==> src/rtl/traffic_light_ctrl_gen2.sv <==
`default_nettype none
// ============================================================================
// Module   : traffic_light_ctrl_gen2
// Purpose  : Highway / farm-road intersection controller. Moore FSM with a
//            single phase counter advanced by a tick strobe. It supports a
//            farm-road sensor, a latched pedestrian request and an emergency
//            override that clears the junction to all-red.
// Ports    : clk        - single clock, rising edge
//            reset      - asynchronous, active-low reset
//            tick_en    - time-base strobe, one tick per cycle when high
//            sensor     - farm-road vehicle present (level)
//            ped_req    - pedestrian request (pulse is enough, latched)
//            emergency  - emergency override (level)
//            light_HW   - highway lamp, one-hot {green, yellow, red}
//            light_FM   - farm lamp, same encoding
//            ped_walk   - walk indication, high only during farm green
//            state      - current state code (debug)
// Revision : 1.0 - initial release
// ============================================================================
module traffic_light_ctrl_gen2 #(
    parameter int YEL_TICKS        = 3,
    parameter int FM_GRN_TICKS     = 10,
    parameter int ALLRED_TICKS     = 1,
    parameter int MIN_HW_GRN_TICKS = 5,
    parameter int CNT_W            = 8
) (
    input  logic       clk,
    input  logic       reset,
    input  logic       tick_en,
    input  logic       sensor,
    input  logic       ped_req,
    input  logic       emergency,
    output logic [2:0] light_HW,
    output logic [2:0] light_FM,
    output logic       ped_walk,
    output logic [2:0] state
);

    typedef enum logic [2:0] {
        ST_HGRN  = 3'd0,
        ST_HYEL  = 3'd1,
        ST_AR1   = 3'd2,
        ST_FGRN  = 3'd3,
        ST_FYEL  = 3'd4,
        ST_AR2   = 3'd5,
        ST_EMERG = 3'd6,
        ST_ILL   = 3'd7
    } state_t;

    // Last counter value of each phase; the phase ends on the tick seen there.
    localparam logic [CNT_W-1:0] c_YEL_LAST    = CNT_W'(YEL_TICKS - 1);
    localparam logic [CNT_W-1:0] c_FM_GRN_LAST = CNT_W'(FM_GRN_TICKS - 1);
    localparam logic [CNT_W-1:0] c_ALLRED_LAST = CNT_W'(ALLRED_TICKS - 1);
    localparam logic [CNT_W-1:0] c_HW_MIN_LAST = CNT_W'(MIN_HW_GRN_TICKS - 1);
    localparam logic [CNT_W-1:0] c_CNT_ONE     = CNT_W'(1);

    state_t             r_state;
    state_t             w_next_state;
    logic [CNT_W-1:0]   r_cnt;
    logic [CNT_W-1:0]   w_next_cnt;
    logic               r_ped_pending;
    logic               w_next_ped_pending;

    // ------------------------------------------------------------------------
    // State, counter and pedestrian-latch registers
    // ------------------------------------------------------------------------
    always_ff @(posedge clk or negedge reset) begin
        if (!reset) begin
            r_state       <= ST_HGRN;
            r_cnt         <= '0;
            r_ped_pending <= 1'b0;
        end else begin
            r_state       <= w_next_state;
            r_cnt         <= w_next_cnt;
            r_ped_pending <= w_next_ped_pending;
        end
    end

    // ------------------------------------------------------------------------
    // Next-state logic
    // Emergency acts without a tick; everything else waits for tick_en.
    // Yellows always run to completion and only then divert to EMERG.
    // ------------------------------------------------------------------------
    always_comb begin
        w_next_state = r_state;
        case (r_state)
            ST_HGRN: begin
                if (emergency)
                    w_next_state = ST_HYEL;
                else if (tick_en && (r_cnt == c_HW_MIN_LAST) && (sensor || r_ped_pending))
                    w_next_state = ST_HYEL;
            end
            ST_HYEL: begin
                if (tick_en && (r_cnt == c_YEL_LAST))
                    w_next_state = emergency ? ST_EMERG : ST_AR1;
            end
            ST_AR1: begin
                if (emergency)
                    w_next_state = ST_EMERG;
                else if (tick_en && (r_cnt == c_ALLRED_LAST))
                    w_next_state = ST_FGRN;
            end
            ST_FGRN: begin
                if (emergency || (tick_en && (r_cnt == c_FM_GRN_LAST)))
                    w_next_state = ST_FYEL;
            end
            ST_FYEL: begin
                if (tick_en && (r_cnt == c_YEL_LAST))
                    w_next_state = emergency ? ST_EMERG : ST_AR2;
            end
            ST_AR2: begin
                if (emergency)
                    w_next_state = ST_EMERG;
                else if (tick_en && (r_cnt == c_ALLRED_LAST))
                    w_next_state = ST_HGRN;
            end
            ST_EMERG: begin
                // Recovery always passes through a full all-red clearance.
                if (!emergency)
                    w_next_state = ST_AR2;
            end
            ST_ILL: begin
                w_next_state = ST_HGRN;
            end
        endcase
    end

    // ------------------------------------------------------------------------
    // Phase counter: cleared on any state change, parked at 0 in EMERG,
    // saturating in HGRN so the highway can hold green indefinitely.
    // ------------------------------------------------------------------------
    always_comb begin
        w_next_cnt = r_cnt;
        if (w_next_state != r_state)
            w_next_cnt = '0;
        else if (r_state == ST_EMERG)
            w_next_cnt = '0;
        else if (tick_en) begin
            if ((r_state == ST_HGRN) && (r_cnt == c_HW_MIN_LAST))
                w_next_cnt = r_cnt;
            else
                w_next_cnt = r_cnt + c_CNT_ONE;
        end
    end

    // Pedestrian latch: served by the next farm green; clearing on FGRN
    // entry takes priority over a request arriving on the same edge.
    always_comb begin
        w_next_ped_pending = r_ped_pending;
        if ((w_next_state == ST_FGRN) && (r_state != ST_FGRN))
            w_next_ped_pending = 1'b0;
        else if (ped_req)
            w_next_ped_pending = 1'b1;
    end

    // ------------------------------------------------------------------------
    // Moore output decode; the illegal code shows highway green.
    // ------------------------------------------------------------------------
    always_comb begin
        light_HW = 3'b001;
        light_FM = 3'b001;
        ped_walk = 1'b0;
        case (r_state)
            ST_HGRN:  light_HW = 3'b100;
            ST_HYEL:  light_HW = 3'b010;
            ST_AR1:   light_HW = 3'b001;
            ST_FGRN: begin
                light_FM = 3'b100;
                ped_walk = 1'b1;
            end
            ST_FYEL:  light_FM = 3'b010;
            ST_AR2:   light_HW = 3'b001;
            ST_EMERG: light_HW = 3'b001;
            ST_ILL:   light_HW = 3'b100;
        endcase
    end

    assign state = r_state;

endmodule
`default_nettype wire

==> config.mk <==
export PLATFORM = sky130hd
export DESIGN_NAME = traffic_light_ctrl_gen2
export DESIGN_NICKNAME = d
export VERILOG_FILES = /design/src/rtl/traffic_light_ctrl_gen2.sv
export SDC_FILE = /design/constraint.sdc
export NUM_CORES = 1
export LEC_CHECK = 0
export CORE_MARGIN = 3
export CORE_UTILIZATION = 49
export DETAILED_ROUTE_END_ITERATION = 16
export HOLD_SLACK_MARGIN = 0.12
export PLACE_DENSITY = 0.72
export SYNTH_ARGS = -nofsm -noshare
export SYNTH_HDL_FRONTEND = slang
export SYNTH_SLANG_ARGS = --single-unit
==> constraint.sdc <==
create_clock -name clk -period 1.9 [get_ports clk]
set_input_delay 0.38 -clock clk [delete_from_list [all_inputs] [get_ports clk]]
set_output_delay 0.38 -clock clk [all_outputs]
set_load 0.02 [all_outputs]
==> run summary <==
Initial Util: 55.11%
Router iterations before antenna repair: 5
Nets@finish: 198
RSZ-0062 raised after global routing: true
Synth top cells by count: dfrtp_1 (12), nor2_1 (11), o21ai_0 (9)
CTS tree: done
DRT met1 WL: 1762 µm
Met3 WL: 655 µm
Multi-input gate area in the final layout: 929.6 µm²
Tot GR Track Use: 29.85%
Violated checks: setup timing
VDD IR max: 0.001606 V
Worst slew margin: 57.24%
Clock insertion delay at the later pin of the skew report: 280 ps
Crit share post-route: 121.8%
Clock Skew: 13.11 ps
Antenna Violating Nets Remaining: 0
Die Ht: 54.39 µm
Synth cell types: 48
Post-synth top area share: 26.17%
Power per cell area: 1431 nW/µm²
Initial antenna violation count: 0
Cell Area, Synth: 1147 µm²
Detailed Place HPWL: 2800 µm
Slew @ Worst Pin: 634.7 ps
Number of max-cap violations: 0
Crit Path Category: reg2reg
Yosys top cell by area: dfrtp_1
P_leak: 0.7562 nW
Iter 0 DRT Violations: 127
Clk pin slew, worst setup/hold paths: 90 ps
Number of buffers created by CTS: 3
CTS max path bufs: 2
Max incr delay on CP: 430 ps
Clock sink total: 12
Sequential area share after synthesis: 26.17%
Layout fillers: 115
Critical R2R Capture: r_cnt[0]
Cells after DPL: 202
Via count: 1479
Vias in the first global route: 1263
Peak Freq: 0.4320 GHz
Root buf cell: clkbuf_4
Reg2Reg Setup Slack: -420 ps
Final Hold Vio Count: 0
Post-Synthesis Cells: 135
Status: finished, violations left
Slowest-stage cell, CP: dfrtp_1
Final setup TNS: -3544 ps
Tmin final: 2315 ps
I/O Pins: 16
Uppermost layer routed: met4
Most common cell on crit path: buf_4
Crit path launch type: flip-flop
Critical Path RT: 2080 ps
Residual DRC: 0
Final non-filler cell total: 214
Setup ws final: -415.1 ps
Power, Total: 2.575 mW
FF-to-FF path depth: 8
Synth async-reset ratio: 100.0%
Syn nets: 145
Syn avg cell area: 8.499 µm²
# rows: 16
Core box area: 2082 µm²
Ant diodes: 0
Critical path peak fanout: 8
Largest net degree at the start of global routing: 16
Synth Flop Type: dfrtp_1
Share of cells above drive strength 1: 47.06%
Synth warn: 0
Worst-path cell chain: buf_4, ha_1, nor4bb_2, a21o_1, a221oi_1, o21ai_1, buf_4, nor4_2
Setup violators final: 12
Metal2 WL: 2075 µm
Count leader, synth: dfrtp_1
Crit Reg-Reg Startpoint: r_cnt[0]
Crit end category: flip-flop
Area Growth Syn to Fin: 56.82%
Die X-Extent: 54.39 µm
H-Tree Depth: 1
Synth area leaders: dfrtp_1 (26%), ha_1 (4.4%), o21ai_0 (3.9%)
Number of enable flip-flop cells after synthesis: 0
Total routed wirelength: 4816 µm
WL/cell: 22.50 µm
Register bit total from synthesis: 12
First-pass GRT wire length: 6078 µm
Gpl congestion: 0.8923
Max-slew violations: 0
Die area: 2958 µm²
Via density per instance: 6.911
I/O Buffers: 15
HP Class: in2async
Total grt overflow: 0
Register area: 301.5 µm²
Crit path DAT: 2500 ps
what timing repair did:
action                                  4_1_cts  5_1_grt
buffers inserted                              6        3
pin swaps                                     7        9
gates resized for setup                      31       19
hold buffers                                  0        0
endpoints found under the setup margin       19       17
hold endpoints to repair                      0        0
critical path, delay by kind of cell (launching register included):
| kind | cells | cell delay [ps] |
|---|---|---|
| AND/OR/NAND/NOR | 2 | 500 |
| AO/OA/AOI/OAI | 3 | 700 |
| flip-flops | 1 | 430 |
| adder cells (fa/ha/maj) | 1 | 220 |
| buffers and inverters | 2 | 360 |
final cells by class:
cell class,count,share of cell area [%]
Multi-Input combinational cell,105,51.67
Timing Repair Buffer,58,26.01
Clock buffer,4,2.017
Inverter,8,1.669
Sequential cell,12,16.76
Tap cell,27,1.878
cells in the final DEF (no fill, tap or decap), types with 3 or more instances in the layout:
master and n:
clkdlybuf4s50_1 4, nand2_1 4, clkbuf_4 3, o21ai_0 6, nand3_1 4, a21oi_1 3
ha_1 3, o211ai_1 3, nand2b_1 5, dfrtp_1 11, nor2_1 8, o21ai_2 4
nor3_1 5, nor2_2 3, buf_4 41, nor4_2 5, a21o_1 3, nand4_1 3
dlygate4sd2_1 6, nor4b_4 3, inv_1 6, o31ai_1 3
metal layers:
layer  GRT usage [%]  vias up
li1                -      617
met1           40.07      675
met2           46.02      146
met3           3.815       41
met4           16.60        0
met5               0        -
report_power, final:
part	switching, mW	internal, mW
registers	0.0748	0.312
clock network	0.0924	0.117
logic	1.08	0.895
cells by family after synthesis:
family | share of synthesized area [%]
buffers and inverters | 7.960
adder cells (fa/ha/maj) | 5.235
AND/OR/NAND/NOR | 37.30
flip-flops | 26.17
XOR/XNOR | 1.527
AO/OA/AOI/OAI | 21.81
worst max path at each step:
stage | start | end | slack (ps) | cells after the start
after CTS | r_cnt[0] | r_cnt[1] | -260 | 7
after global routing | r_cnt[1] | r_cnt[4] | -400 | 8
after floorplan | r_cnt[0] | r_cnt[0] | -100 | 7
after detailed placement | tick_en | r_cnt[0] | -600 | 6
after global placement | tick_en | r_cnt[0] | -420 | 6
final | r_cnt[0] | r_cnt[0] | -420 | 8
sequential cells by signal, summed over array words and instances, names as in the netlist:
register	cells
r_cnt	8
r_ped_pending	1
state	3
through the flow:
| step | setup slack (ps) | area (µm²) | hold slack, ps | util (%) |
|---|---|---|---|---|
| 2_1_floorplan | -100.8 | 1179 | 84.41 | - |
| 5_1_grt | -396.5 | 1799 | 466.6 | 86.42 |
| 3_5_place_dp | -596.0 | 1564 | 529.4 | 75.12 |
| 6_report | -415.1 | 1799 | 437.9 | 86.42 |
| 3_3_place_gp | -416.6 | 1564 | 503.7 | 75.12 |
| 4_1_cts | -261.8 | 1733 | 456.0 | 83.23 |
No activity file was read; power rests on OpenSTA's default activity.
